File: config.mk
export PLATFORM = sky130hd
export DESIGN_NAME = cmd_mem_loader_flat
export DESIGN_NICKNAME = d
export VERILOG_FILES = /design/src/rtl/cmd_mem_loader_if.sv /design/src/rtl/cmd_mem_loader.sv /design/src/flat_wrapper.sv
export SDC_FILE = /design/constraint.sdc
export NUM_CORES = 1
export LEC_CHECK = 0
export CORE_ASPECT_RATIO = 0.6
export CORE_MARGIN = 2
export CORE_UTILIZATION = 55
export CTS_CLUSTER_DIAMETER = 50
export DETAILED_ROUTE_END_ITERATION = 10
export PLACE_DENSITY = 0.91
export SLEW_MARGIN = 20
export SYNTH_ARGS = -nofsm -noshare
export SYNTH_HDL_FRONTEND = slang
export SYNTH_SLANG_ARGS = --single-unit
File: constraint.sdc
create_clock -name clk -period 4.4 [get_ports clk]
set_clock_uncertainty 0.05 [all_clocks]
set_input_delay 0.66 -clock clk [delete_from_list [all_inputs] [get_ports clk]]
set_output_delay 0.66 -clock clk [all_outputs]
set_load 0.1 [all_outputs]
File: src/rtl/cmd_mem_loader_if.sv
// Stream-in / command-memory-write bundle for the command memory loader.
// The host side drives the stream and control; the loader drives ready, writes and status.
interface cmd_mem_loader_if #(
    parameter int N_CORES        = 8,
    parameter int MEM_WIDTH      = 32,
    parameter int MEM_TO_CMD     = 4,
    parameter int CMD_ADDR_WIDTH = 16
);
    localparam int CMD_WIDTH = MEM_WIDTH * MEM_TO_CMD;

    logic [MEM_WIDTH-1:0]      s_data;
    logic                      s_valid;
    logic                      s_ready;
    logic                      mem_hold;
    logic                      abort;
    logic [N_CORES-1:0]        wr_enable;
    logic [CMD_ADDR_WIDTH-1:0] wr_addr;
    logic [CMD_WIDTH-1:0]      wr_data;
    logic                      busy;
    logic                      done;
    logic                      err;

    modport master (
        output s_data, s_valid, mem_hold, abort,
        input  s_ready, wr_enable, wr_addr, wr_data, busy, done, err
    );

    modport slave (
        input  s_data, s_valid, mem_hold, abort,
        output s_ready, wr_enable, wr_addr, wr_data, busy, done, err
    );
endinterface

File: src/rtl/cmd_mem_loader.sv
// Stream-driven loader: parses {core_id,start_addr} and count headers, packs
// MEM_TO_CMD words per command and writes them to the selected core's memory.
module cmd_mem_loader #(
    parameter int N_CORES        = 8,
    parameter int MEM_WIDTH      = 32,
    parameter int MEM_TO_CMD     = 4,
    parameter int CMD_WIDTH      = MEM_WIDTH * MEM_TO_CMD,
    parameter int CMD_ADDR_WIDTH = 16
) (
    input  logic              clk,
    input  logic              reset,
    cmd_mem_loader_if.slave   bus
);
    localparam int CORE_WIDTH = MEM_WIDTH - CMD_ADDR_WIDTH;
    localparam int WC_WIDTH   = (MEM_TO_CMD > 1) ? $clog2(MEM_TO_CMD) : 1;
    localparam logic [WC_WIDTH-1:0]  LAST_WORD  = WC_WIDTH'(MEM_TO_CMD - 1);
    localparam logic [MEM_WIDTH:0]   ADDR_SPACE = (MEM_WIDTH + 1)'(1) << CMD_ADDR_WIDTH;

    typedef enum logic [1:0] {IDLE, HDR1, LOAD, DRAIN} state_t;

    state_t                    state_reg, state_next;
    logic [CORE_WIDTH-1:0]     core_id_reg, core_id_next;
    logic [CMD_ADDR_WIDTH-1:0] addr_reg, addr_next;
    logic [MEM_WIDTH-1:0]      remaining_reg, remaining_next;
    logic [WC_WIDTH-1:0]       word_cnt_reg, word_cnt_next;
    logic [N_CORES-1:0]        wr_enable_reg, wr_enable_next;
    logic [CMD_ADDR_WIDTH-1:0] wr_addr_reg, wr_addr_next;
    logic [CMD_WIDTH-1:0]      wr_data_reg, wr_data_next;
    logic                      done_reg, done_next;
    logic                      err_reg, err_next;

    // Only the leading words are stored; the final word goes straight into wr_data.
    logic [MEM_WIDTH-1:0]      pack_reg [MEM_TO_CMD-1];
    logic [CMD_WIDTH-1:0]      cmd_full;
    logic                      accept;
    logic                      store_word;
    logic [MEM_WIDTH:0]        end_addr;
    logic                      header_bad;

    assign bus.s_ready = reset & ~bus.mem_hold;
    assign accept      = bus.s_valid & bus.s_ready;
    assign store_word  = accept & ~bus.abort & (state_reg == LOAD);

    // One-bit-wider sum so start_addr + count cannot overflow the check.
    assign end_addr   = (MEM_WIDTH + 1)'(addr_reg) + (MEM_WIDTH + 1)'(bus.s_data);
    assign header_bad = (MEM_WIDTH'(core_id_reg) >= MEM_WIDTH'(N_CORES)) || (end_addr > ADDR_SPACE);

    generate
        for (genvar gi = 0; gi < MEM_TO_CMD - 1; gi++) begin : g_pack
            always_ff @(posedge clk or negedge reset) begin
                if (!reset) begin
                    pack_reg[gi] <= '0;
                end else if (store_word && word_cnt_reg == WC_WIDTH'(gi)) begin
                    pack_reg[gi] <= bus.s_data;
                end
            end
            assign cmd_full[gi*MEM_WIDTH +: MEM_WIDTH] = pack_reg[gi];
        end
    endgenerate
    assign cmd_full[CMD_WIDTH-1 -: MEM_WIDTH] = bus.s_data;

    always_comb begin
        state_next     = state_reg;
        core_id_next   = core_id_reg;
        addr_next      = addr_reg;
        remaining_next = remaining_reg;
        word_cnt_next  = word_cnt_reg;
        wr_enable_next = '0;
        wr_addr_next   = wr_addr_reg;
        wr_data_next   = wr_data_reg;
        done_next      = 1'b0;
        err_next       = 1'b0;

        if (bus.abort) begin
            state_next    = IDLE;
            word_cnt_next = '0;
            done_next     = (state_reg != IDLE);
            err_next      = (state_reg != IDLE);
        end else if (accept) begin
            case (state_reg)
                IDLE: begin
                    addr_next    = bus.s_data[CMD_ADDR_WIDTH-1:0];
                    core_id_next = bus.s_data[MEM_WIDTH-1 -: CORE_WIDTH];
                    state_next   = HDR1;
                end
                HDR1: begin
                    remaining_next = bus.s_data;
                    word_cnt_next  = '0;
                    if (bus.s_data == '0) begin
                        state_next = IDLE;
                        done_next  = 1'b1;
                        err_next   = header_bad;
                    end else begin
                        state_next = header_bad ? DRAIN : LOAD;
                    end
                end
                LOAD: begin
                    if (word_cnt_reg == LAST_WORD) begin
                        word_cnt_next  = '0;
                        wr_enable_next = N_CORES'(1) << core_id_reg;
                        wr_addr_next   = addr_reg;
                        wr_data_next   = cmd_full;
                        // The final command leaves the address in place so it never wraps.
                        if (remaining_reg == MEM_WIDTH'(1)) begin
                            state_next = IDLE;
                            done_next  = 1'b1;
                        end else begin
                            addr_next      = addr_reg + 1'b1;
                            remaining_next = remaining_reg - 1'b1;
                        end
                    end else begin
                        word_cnt_next = word_cnt_reg + 1'b1;
                    end
                end
                DRAIN: begin
                    if (word_cnt_reg == LAST_WORD) begin
                        word_cnt_next = '0;
                        if (remaining_reg == MEM_WIDTH'(1)) begin
                            state_next = IDLE;
                            done_next  = 1'b1;
                            err_next   = 1'b1;
                        end else begin
                            remaining_next = remaining_reg - 1'b1;
                        end
                    end else begin
                        word_cnt_next = word_cnt_reg + 1'b1;
                    end
                end
                default: state_next = IDLE;
            endcase
        end
    end

    always_ff @(posedge clk or negedge reset) begin
        if (!reset) begin
            state_reg     <= IDLE;
            core_id_reg   <= '0;
            addr_reg      <= '0;
            remaining_reg <= '0;
            word_cnt_reg  <= '0;
            wr_enable_reg <= '0;
            wr_addr_reg   <= '0;
            wr_data_reg   <= '0;
            done_reg      <= 1'b0;
            err_reg       <= 1'b0;
        end else begin
            state_reg     <= state_next;
            core_id_reg   <= core_id_next;
            addr_reg      <= addr_next;
            remaining_reg <= remaining_next;
            word_cnt_reg  <= word_cnt_next;
            wr_enable_reg <= wr_enable_next;
            wr_addr_reg   <= wr_addr_next;
            wr_data_reg   <= wr_data_next;
            done_reg      <= done_next;
            err_reg       <= err_next;
        end
    end

    assign bus.wr_enable = wr_enable_reg;
    assign bus.wr_addr   = wr_addr_reg;
    assign bus.wr_data   = wr_data_reg;
    assign bus.done      = done_reg;
    assign bus.err       = err_reg;
    assign bus.busy      = (state_reg != IDLE);
endmodule
File: src/flat_wrapper.sv
// flat-port wrapper written by rule: the top's interface ports become plain ports
module cmd_mem_loader_flat 
#(
    parameter int N_CORES        = 8,
    parameter int MEM_WIDTH      = 32,
    parameter int MEM_TO_CMD     = 4,
    parameter int CMD_WIDTH      = MEM_WIDTH * MEM_TO_CMD,
    parameter int CMD_ADDR_WIDTH = 16
)
  (clk, reset, bus_s_data, bus_s_valid, bus_mem_hold, bus_abort, bus_s_ready, bus_wr_enable, bus_wr_addr, bus_wr_data, bus_busy, bus_done, bus_err);
  cmd_mem_loader_if #(.N_CORES(N_CORES), .MEM_WIDTH(MEM_WIDTH), .MEM_TO_CMD(MEM_TO_CMD), .CMD_ADDR_WIDTH(CMD_ADDR_WIDTH)) bus_i ();
  input  logic clk;
  input  logic reset;
  input wire logic [$bits(bus_i.s_data)-1:0] bus_s_data;
  input wire logic [$bits(bus_i.s_valid)-1:0] bus_s_valid;
  input wire logic [$bits(bus_i.mem_hold)-1:0] bus_mem_hold;
  input wire logic [$bits(bus_i.abort)-1:0] bus_abort;
  output wire logic [$bits(bus_i.s_ready)-1:0] bus_s_ready;
  output wire logic [$bits(bus_i.wr_enable)-1:0] bus_wr_enable;
  output wire logic [$bits(bus_i.wr_addr)-1:0] bus_wr_addr;
  output wire logic [$bits(bus_i.wr_data)-1:0] bus_wr_data;
  output wire logic [$bits(bus_i.busy)-1:0] bus_busy;
  output wire logic [$bits(bus_i.done)-1:0] bus_done;
  output wire logic [$bits(bus_i.err)-1:0] bus_err;
  assign bus_i.s_data = bus_s_data;
  assign bus_i.s_valid = bus_s_valid;
  assign bus_i.mem_hold = bus_mem_hold;
  assign bus_i.abort = bus_abort;
  assign bus_s_ready = bus_i.s_ready;
  assign bus_wr_enable = bus_i.wr_enable;
  assign bus_wr_addr = bus_i.wr_addr;
  assign bus_wr_data = bus_i.wr_data;
  assign bus_busy = bus_i.busy;
  assign bus_done = bus_i.done;
  assign bus_err = bus_i.err;
  cmd_mem_loader #(.N_CORES(N_CORES), .MEM_WIDTH(MEM_WIDTH), .MEM_TO_CMD(MEM_TO_CMD), .CMD_WIDTH(CMD_WIDTH), .CMD_ADDR_WIDTH(CMD_ADDR_WIDTH)) u_core (.clk(clk), .reset(reset), .bus(bus_i));
endmodule
-- Word-level counts from Yosys, hierarchy flattened
Cells that the tools add are included.
- bits in registers: 318
- input port bits: 37
- output and inout bits: 156
- logic and storage cells: 89
- $add $sub $neg: 4
- magnitude comparators: 2
- equality and inequality tests: 13
- shifts and indexed selects: 1
- multiplexer cells: 31
- bitwise logic cells: 6
- reductions and logical operators: 19
- operators by type and width (operator ; number):
    32-bit 2-to-1 mux ; 2
    32-bit case mux with 2 select lines ; 1
    16-bit by 32-bit adder with 33-bit output ; 1
    33-bit by 17-bit > comparator with 1-bit output, second input constant ; 1
    32-bit by 1-bit equality test with 1-bit output, second input constant ; 1
    32-bit logical NOT ; 1
    16-bit 2-to-1 mux ; 2
    8-bit 2-to-1 mux ; 4
    16-bit case mux with 2 select lines ; 1
    32-bit by 1-bit subtractor with 32-bit output, second input constant ; 1
    16-bit by 1-bit adder with 16-bit output, second input constant ; 1
    16-bit by 4-bit greater-or-equal comparator with 1-bit output, second input constant ; 1
    2-bit 2-to-1 mux ; 8
    1-bit by 16-bit << shifter with 8-bit output, first input constant ; 1
    5-bit AND reduction ; 2
    1-bit 2-to-1 mux ; 9
    2-bit equality test, second input constant ; 4
    2-bit nonzero test ; 4
    2-bit != test, second input constant ; 3
    3-bit by 1-bit != test with 1-bit output, second input constant ; 2
    2-bit case mux with 3 select lines ; 1
    3-bit AND reduction ; 2
    1-bit AND ; 4
    2-bit by 1-bit equality test with 1-bit output, second input constant ; 2
    12 further kinds ; 17

-- Depth between registers and ports, before layout
- depth after elaboration: 8
- gate-level depth with buffers: 14
- gate-level depth less buffers: 11

-- Worst setup path after synthesis
No wires, ideal clock.
- path type: input-to-reg
- from: input bus_mem_hold
- to: register u_core.core_id_reg[10]
- library setup time: 0.065 ns
- arrival: 3.851 ns
- data required time: 4.285 ns
- path slack: 0.434 ns
- stages on the path: 11
- path buffers: 3
- path through: nor2b_1 nand2_1 nor2_1 and2_1 clkbuf_1 nand2b_1 clkbuf_1 nor2_1 clkbuf_1 nand2_1 nand2_1
- cells in the longest elaborated chain, start to end: 4
- ends and longest elaborated chain (element ; line ; text):
    start, declared ; flat_wrapper.sv:16 ; input wire logic [$bits(bus_i.mem_hold)-1:0] bus_mem_hold;
    1-bit NOT ; cmd_mem_loader.sv:40 ; assign bus.s_ready = reset & ~bus.mem_hold;
    1-bit AND ; cmd_mem_loader.sv:40 ;
    1-bit AND ; cmd_mem_loader.sv:41 ; assign accept = bus.s_valid & bus.s_ready;
    3-bit AND reduction (no line) ; - ;
    end signal, assigned ; cmd_mem_loader.sv:148 ; core_id_reg <= core_id_next;
    end, declared ; cmd_mem_loader.sv:22 ; logic [CORE_WIDTH-1:0] core_id_reg, core_id_next;
No other way between the ends.
A chain may end at the register's enable or synchronous reset.

-- Worst setup path in the final report
- from: input bus_s_data[0]
- to: register u_core.err_reg, in the netlist u_core.bus.err
- cells in the longest elaborated chain, start to end: 7
- elaborated cells between the ends (all ways): 8
- those cells by class: add/sub: 1; order compare: 1; mux: 4; reduce/logical: 2
- ends and longest elaborated chain (element ; line ; text):
    start, declared ; flat_wrapper.sv:14 ; input wire logic [$bits(bus_i.s_data)-1:0] bus_s_data;
    16-bit by 32-bit adder with 33-bit output ; cmd_mem_loader.sv:45 ; assign end_addr = (MEM_WIDTH + 1)'(addr_reg) + (MEM_WIDTH + 1)'(bus.s_data);
    33-bit by 17-bit > comparator with 1-bit output ; cmd_mem_loader.sv:46 ; assign header_bad = (MEM_WIDTH'(core_id_reg) >= MEM_WIDTH'(N_CORES)) || (end_addr > ADDR_SPACE);
    1-bit logical OR ; cmd_mem_loader.sv:46 ;
    1-bit 2-to-1 mux * ; cmd_mem_loader.sv:89 ; if (bus.s_data == '0) begin
    1-bit case mux with 2 select lines * ; cmd_mem_loader.sv:80 ; case (state_reg)
    1-bit 2-to-1 mux * ; cmd_mem_loader.sv:79 ; end else if (accept) begin
    1-bit 2-to-1 mux * ; cmd_mem_loader.sv:74 ; if (bus.abort) begin
    named net u_core.err_next ; cmd_mem_loader.sv:30 ; logic err_reg, err_next;
    end signal, assigned ; cmd_mem_loader.sv:156 ; err_reg <= err_next;
    end, declared ; cmd_mem_loader.sv:30 ;
The timed path passes the listed nets; every way through them passes the cells marked *.

==> metrics.md <==
| Metric | Value |
|---|---|
| Post-DRT Antenna Nets | 0 |
| Post-CTS setup repair buffer count | 0 |
| Largest stage delay, worst path | roughly 0.45 ns |
| Critical path, cell by cell | clkdlybuf4s50_1 > ha_1 > fa_1 > a21o_1 > a221o_1 > a221oi_4 > o41ai_1 > or4_1 > a2111oi_0 > a41o_2 > a21oi_1 |
| Total congestion overflow after global routing | 0 |
| Slowest cell on the critical path | sky130_fd_sc_hd__fa_1 |
| Vias in the first global route | 11100 |
| Primary flip-flop cell chosen by synthesis mapping | sky130_fd_sc_hd__dfrtp_1 |
| # clock sinks | around 320 |
| Commonest non-fill, non-tap cells in the layout | 318 x sky130_fd_sc_hd__dfrtp_1, 230 x sky130_fd_sc_hd__mux2_2, 189 x sky130_fd_sc_hd__clkdlybuf4s50_1 |
| Aggregate negative setup slack | 0 ns |
| Layout Nets | roughly 1500 |
| Power Total | ~0.0072 W |
| Via count | approximately 12000 |
| # hold bufs at CTS | 0 |
| LEAKAGE | 8.47 nW |
| Filler-free cell count of the finished design | about 1900 |
| Category of the worst setup path capture point | flip-flop |
| Fraction of layout instances using a drive strength above 1 | between 20% and 30% |
| Clock root buffer master | sky130_fd_sc_hd__clkbuf_16 |
| Rel. slew slack | around a quarter |
| Data required time of the critical path | approximately 4.8 ns |
| Flop and latch count out of synthesis | 318 |
| Violation count after the first detailed-routing iteration | between 1000 and 1500 |
| Finished Core Util | between 60 and 70% |
| Drt wl/cell | roughly 24 um |
| Router iterations before antenna repair | 6 |
| Starting Density | approximately 55% |
| Clock latency reported for the late side of the worst-skew pair | about 0.57 ns |
| Number of warnings issued by yosys | 0 |
| Clock slew at reported path FFs | about 0.07 ns |
| Overall global routing resource usage | between 30% and 40% |
| Die X-Extent | about 210 um |
| Number of gates resized after CTS | 0 |
| Run status | completed |
| Number of buffers on the longest clock path | 3 |
| Ys async rst share | 100% |
| HPWL after detailed placement | a little over 30000 um |
| Number of placement rows | between 40 and 50 |
| Class of the most critical setup path | input pin to flip-flop |
| Crit-path max FO | 5 |
| Global placement routability congestion | 0.979 |
| Core region area | around 26000 um2 |
| Setup repair after global routing missed its margin | false |
| Number of buffers inserted during clock tree synthesis | 31 |
| Input/output buffers | roughly 190 |
| Final setup viols | 0 |
| Overall die area | about 28000 um2 |
| Syn Nets | between 1000 and 1500 |
| Vertical extent of the die | around 130 um |
| Residual DRC count | 0 |
| Hold/Removal Path Class | input pin to asynchronous set/reset pin |
| Count of flip-flops with a built-in enable after synthesis | 0 |
| Final period demand of the worst path | around 3.7 ns |
| Growth of design area from synthesis to finish | 24.1% |
| Placed Cells | approximately 1800 |
| Flip-flop count of the largest register after layout | 128 |
| Achievable Freq | around 270 MHz |
| Global-route wire length before repair | 66100 um |
| Peak VDD IR | ~320 uV |
| Crit path DAT | 4.12 ns |
| Post-synthesis instance total | 1272 |
| Number of I/O pins | between 150 and 200 |
| Number of max-capacitance violations reported | 0 |
| Pin count of the biggest net entering global routing | roughly 180 |
| Average vias per placed instance | ~6.2 |
| Count of pins over their slew limit | 0 |
| Sequential element share of the synthesized area | between 50% and 60% |
| Most common cell after layout, fill and taps aside | sky130_fd_sc_hd__dfrtp_1 |
| Initial antenna violation count | 2 |
| Hold Violations, Final | 0 |
| Post-synthesis instance area | between 10000 and 15000 um2 |
| Syn Area/Cell | 11.4 um2 |
| Power density over cell area | between 300 and 400 nW/um2 |
| Transition time at the pin with the least slew margin | roughly 1.1 ns |
| Number of unique standard cell types used by synthesis | 65 |
| Clock tree from TritonCTS | yes |
| Worst Setup Start Kind | input pin |
| Wirelength, routed | between 40000 and 50000 um |
| H-tree Lvls | 1 |
| Filler cell count | roughly 1800 |
| Post-route clock period utilization | a little over four fifths |
-- final cells by class --
cell class / instances / area [um2] / share of cell area [%]
tap: 360 / 450 / 2.50
antenna: 1 / 2.50 / 0.0139
clock buffer: 38 / 842 / 4.67
clock inverter: 17 / 146 / 0.812
inverter: 21 / 78.8 / 0.437
timing repair buffer: 241 / 2330 / 12.9
sequential: 318 / 7960 / 44.1
multi-input combinational: 862 / 6230 / 34.5
-- cells in the mapped netlist, types with 3 or more instances --
cell / count / share of area (%)
sky130_fd_sc_hd__o21ai_0: 66 / 2.3
sky130_fd_sc_hd__nand4b_1: 3 / 0.18
sky130_fd_sc_hd__buf_1: 5 / 0.13
sky130_fd_sc_hd__nor2b_1: 4 / 0.17
sky130_fd_sc_hd__o2111ai_1: 4 / 0.24
sky130_fd_sc_hd__nor3_1: 26 / 0.90
sky130_fd_sc_hd__nand2b_1: 7 / 0.30
sky130_fd_sc_hd__a31oi_1: 10 / 0.43
sky130_fd_sc_hd__nor4_1: 17 / 0.73
sky130_fd_sc_hd__buf_2: 4 / 0.14
sky130_fd_sc_hd__xor2_1: 3 / 0.18
sky130_fd_sc_hd__nand3b_1: 4 / 0.21
sky130_fd_sc_hd__a21o_1: 7 / 0.36
sky130_fd_sc_hd__nand2_1: 120 / 3.1
sky130_fd_sc_hd__o21bai_1: 3 / 0.16
sky130_fd_sc_hd__and2_1: 5 / 0.22
sky130_fd_sc_hd__o22ai_1: 32 / 1.4
sky130_fd_sc_hd__clkbuf_1: 61 / 1.6
sky130_fd_sc_hd__nor2_1: 61 / 1.6
sky130_fd_sc_hd__nand4_1: 18 / 0.78
sky130_fd_sc_hd__and3_1: 10 / 0.43
sky130_fd_sc_hd__xnor2_1: 8 / 0.48
sky130_fd_sc_hd__a21oi_1: 79 / 2.7
sky130_fd_sc_hd__a311oi_1: 3 / 0.18
sky130_fd_sc_hd__ha_1: 23 / 2.0
sky130_fd_sc_hd__mux2_2: 230 / 18
sky130_fd_sc_hd__a2111oi_0: 3 / 0.18
sky130_fd_sc_hd__nand3_1: 48 / 1.7
sky130_fd_sc_hd__nor3b_1: 8 / 0.41
sky130_fd_sc_hd__dfrtp_1: 318 / 55
sky130_fd_sc_hd__or3_1: 5 / 0.22
sky130_fd_sc_hd__a22oi_1: 4 / 0.21
sky130_fd_sc_hd__inv_1: 21 / 0.54
sky130_fd_sc_hd__o21a_1: 9 / 0.47
-- report_power, final --
part | total (W) | internal, W | switching (W) | leakage (nW)
Clock | 0.00259 | 0.00143 | 0.00116 | 0.499
Combinational | 0.00127 | 0.000485 | 0.000782 | 3.63
Sequential | 0.00336 | 0.00311 | 0.000250 | 4.34
Total | 0.00721 | 0.00502 | 0.00219 | 8.47
-- metal layers --
layer / wire, um / global-route usage [%] / part of all wire, % / up-vias
li1: - / - / - / 5021
met2: 18600 / 45.7 / 42 / 651
met5: 0 / 0 / 0 / -
met4: 1530 / 11.2 / 3.5 / 0
met1: 19600 / 47.1 / 44 / 5731
met3: 4440 / 8.26 / 10 / 114
-- worst paths after layout --
kind	start	cells after the start	slack [ns]	endpoint
hold reg to reg	u_core.core_id_reg[8]	2	0.43	u_core.core_id_reg[8]
setup reg to reg	u_core.addr_reg[0]	10	0.74	u_core.bus.err
hold / removal	reset	2	0.28	u_core.remaining_reg[20]
max in group asynchronous	reset	3	2.55	u_core.addr_reg[7]
min in group clk	u_core.core_id_reg[8]	2	0.43	u_core.core_id_reg[8]
setup / recovery	bus_s_data[0]	11	0.67	u_core.bus.err
-- cell families after synthesis --
logic type / synth area share [%]
compound gates: 10.4
xor+xnor: 0.663
fa+ha+maj: 2.12
buf+inv: 2.46
flops: 54.8
mux: 18.0
simple gates: 11.7
-- critical path: cells and delay by family --
| kind | cells | cell delay, ns |
|---|---|---|
| buffers and inverters | 1 | 0.43 |
| and+or+nand+nor | 1 | 0.44 |
| AOI/OAI and AO/OA | 7 | 1.91 |
| adders and majority gates | 2 | 0.69 |
-- per-stage QoR --
stage	cell area, um2	setup slack (ns)	hold WS (ns)
final	18000	0.668	0.285
after global routing	18000	0.533	0.373
after CTS	18000	0.758	0.315
after detailed placement	17000	0.178	0.413
after global placement	17000	0.200	0.408
after floorplan	14500	0.434	0.314
Power figures use the tool's default switching activity.
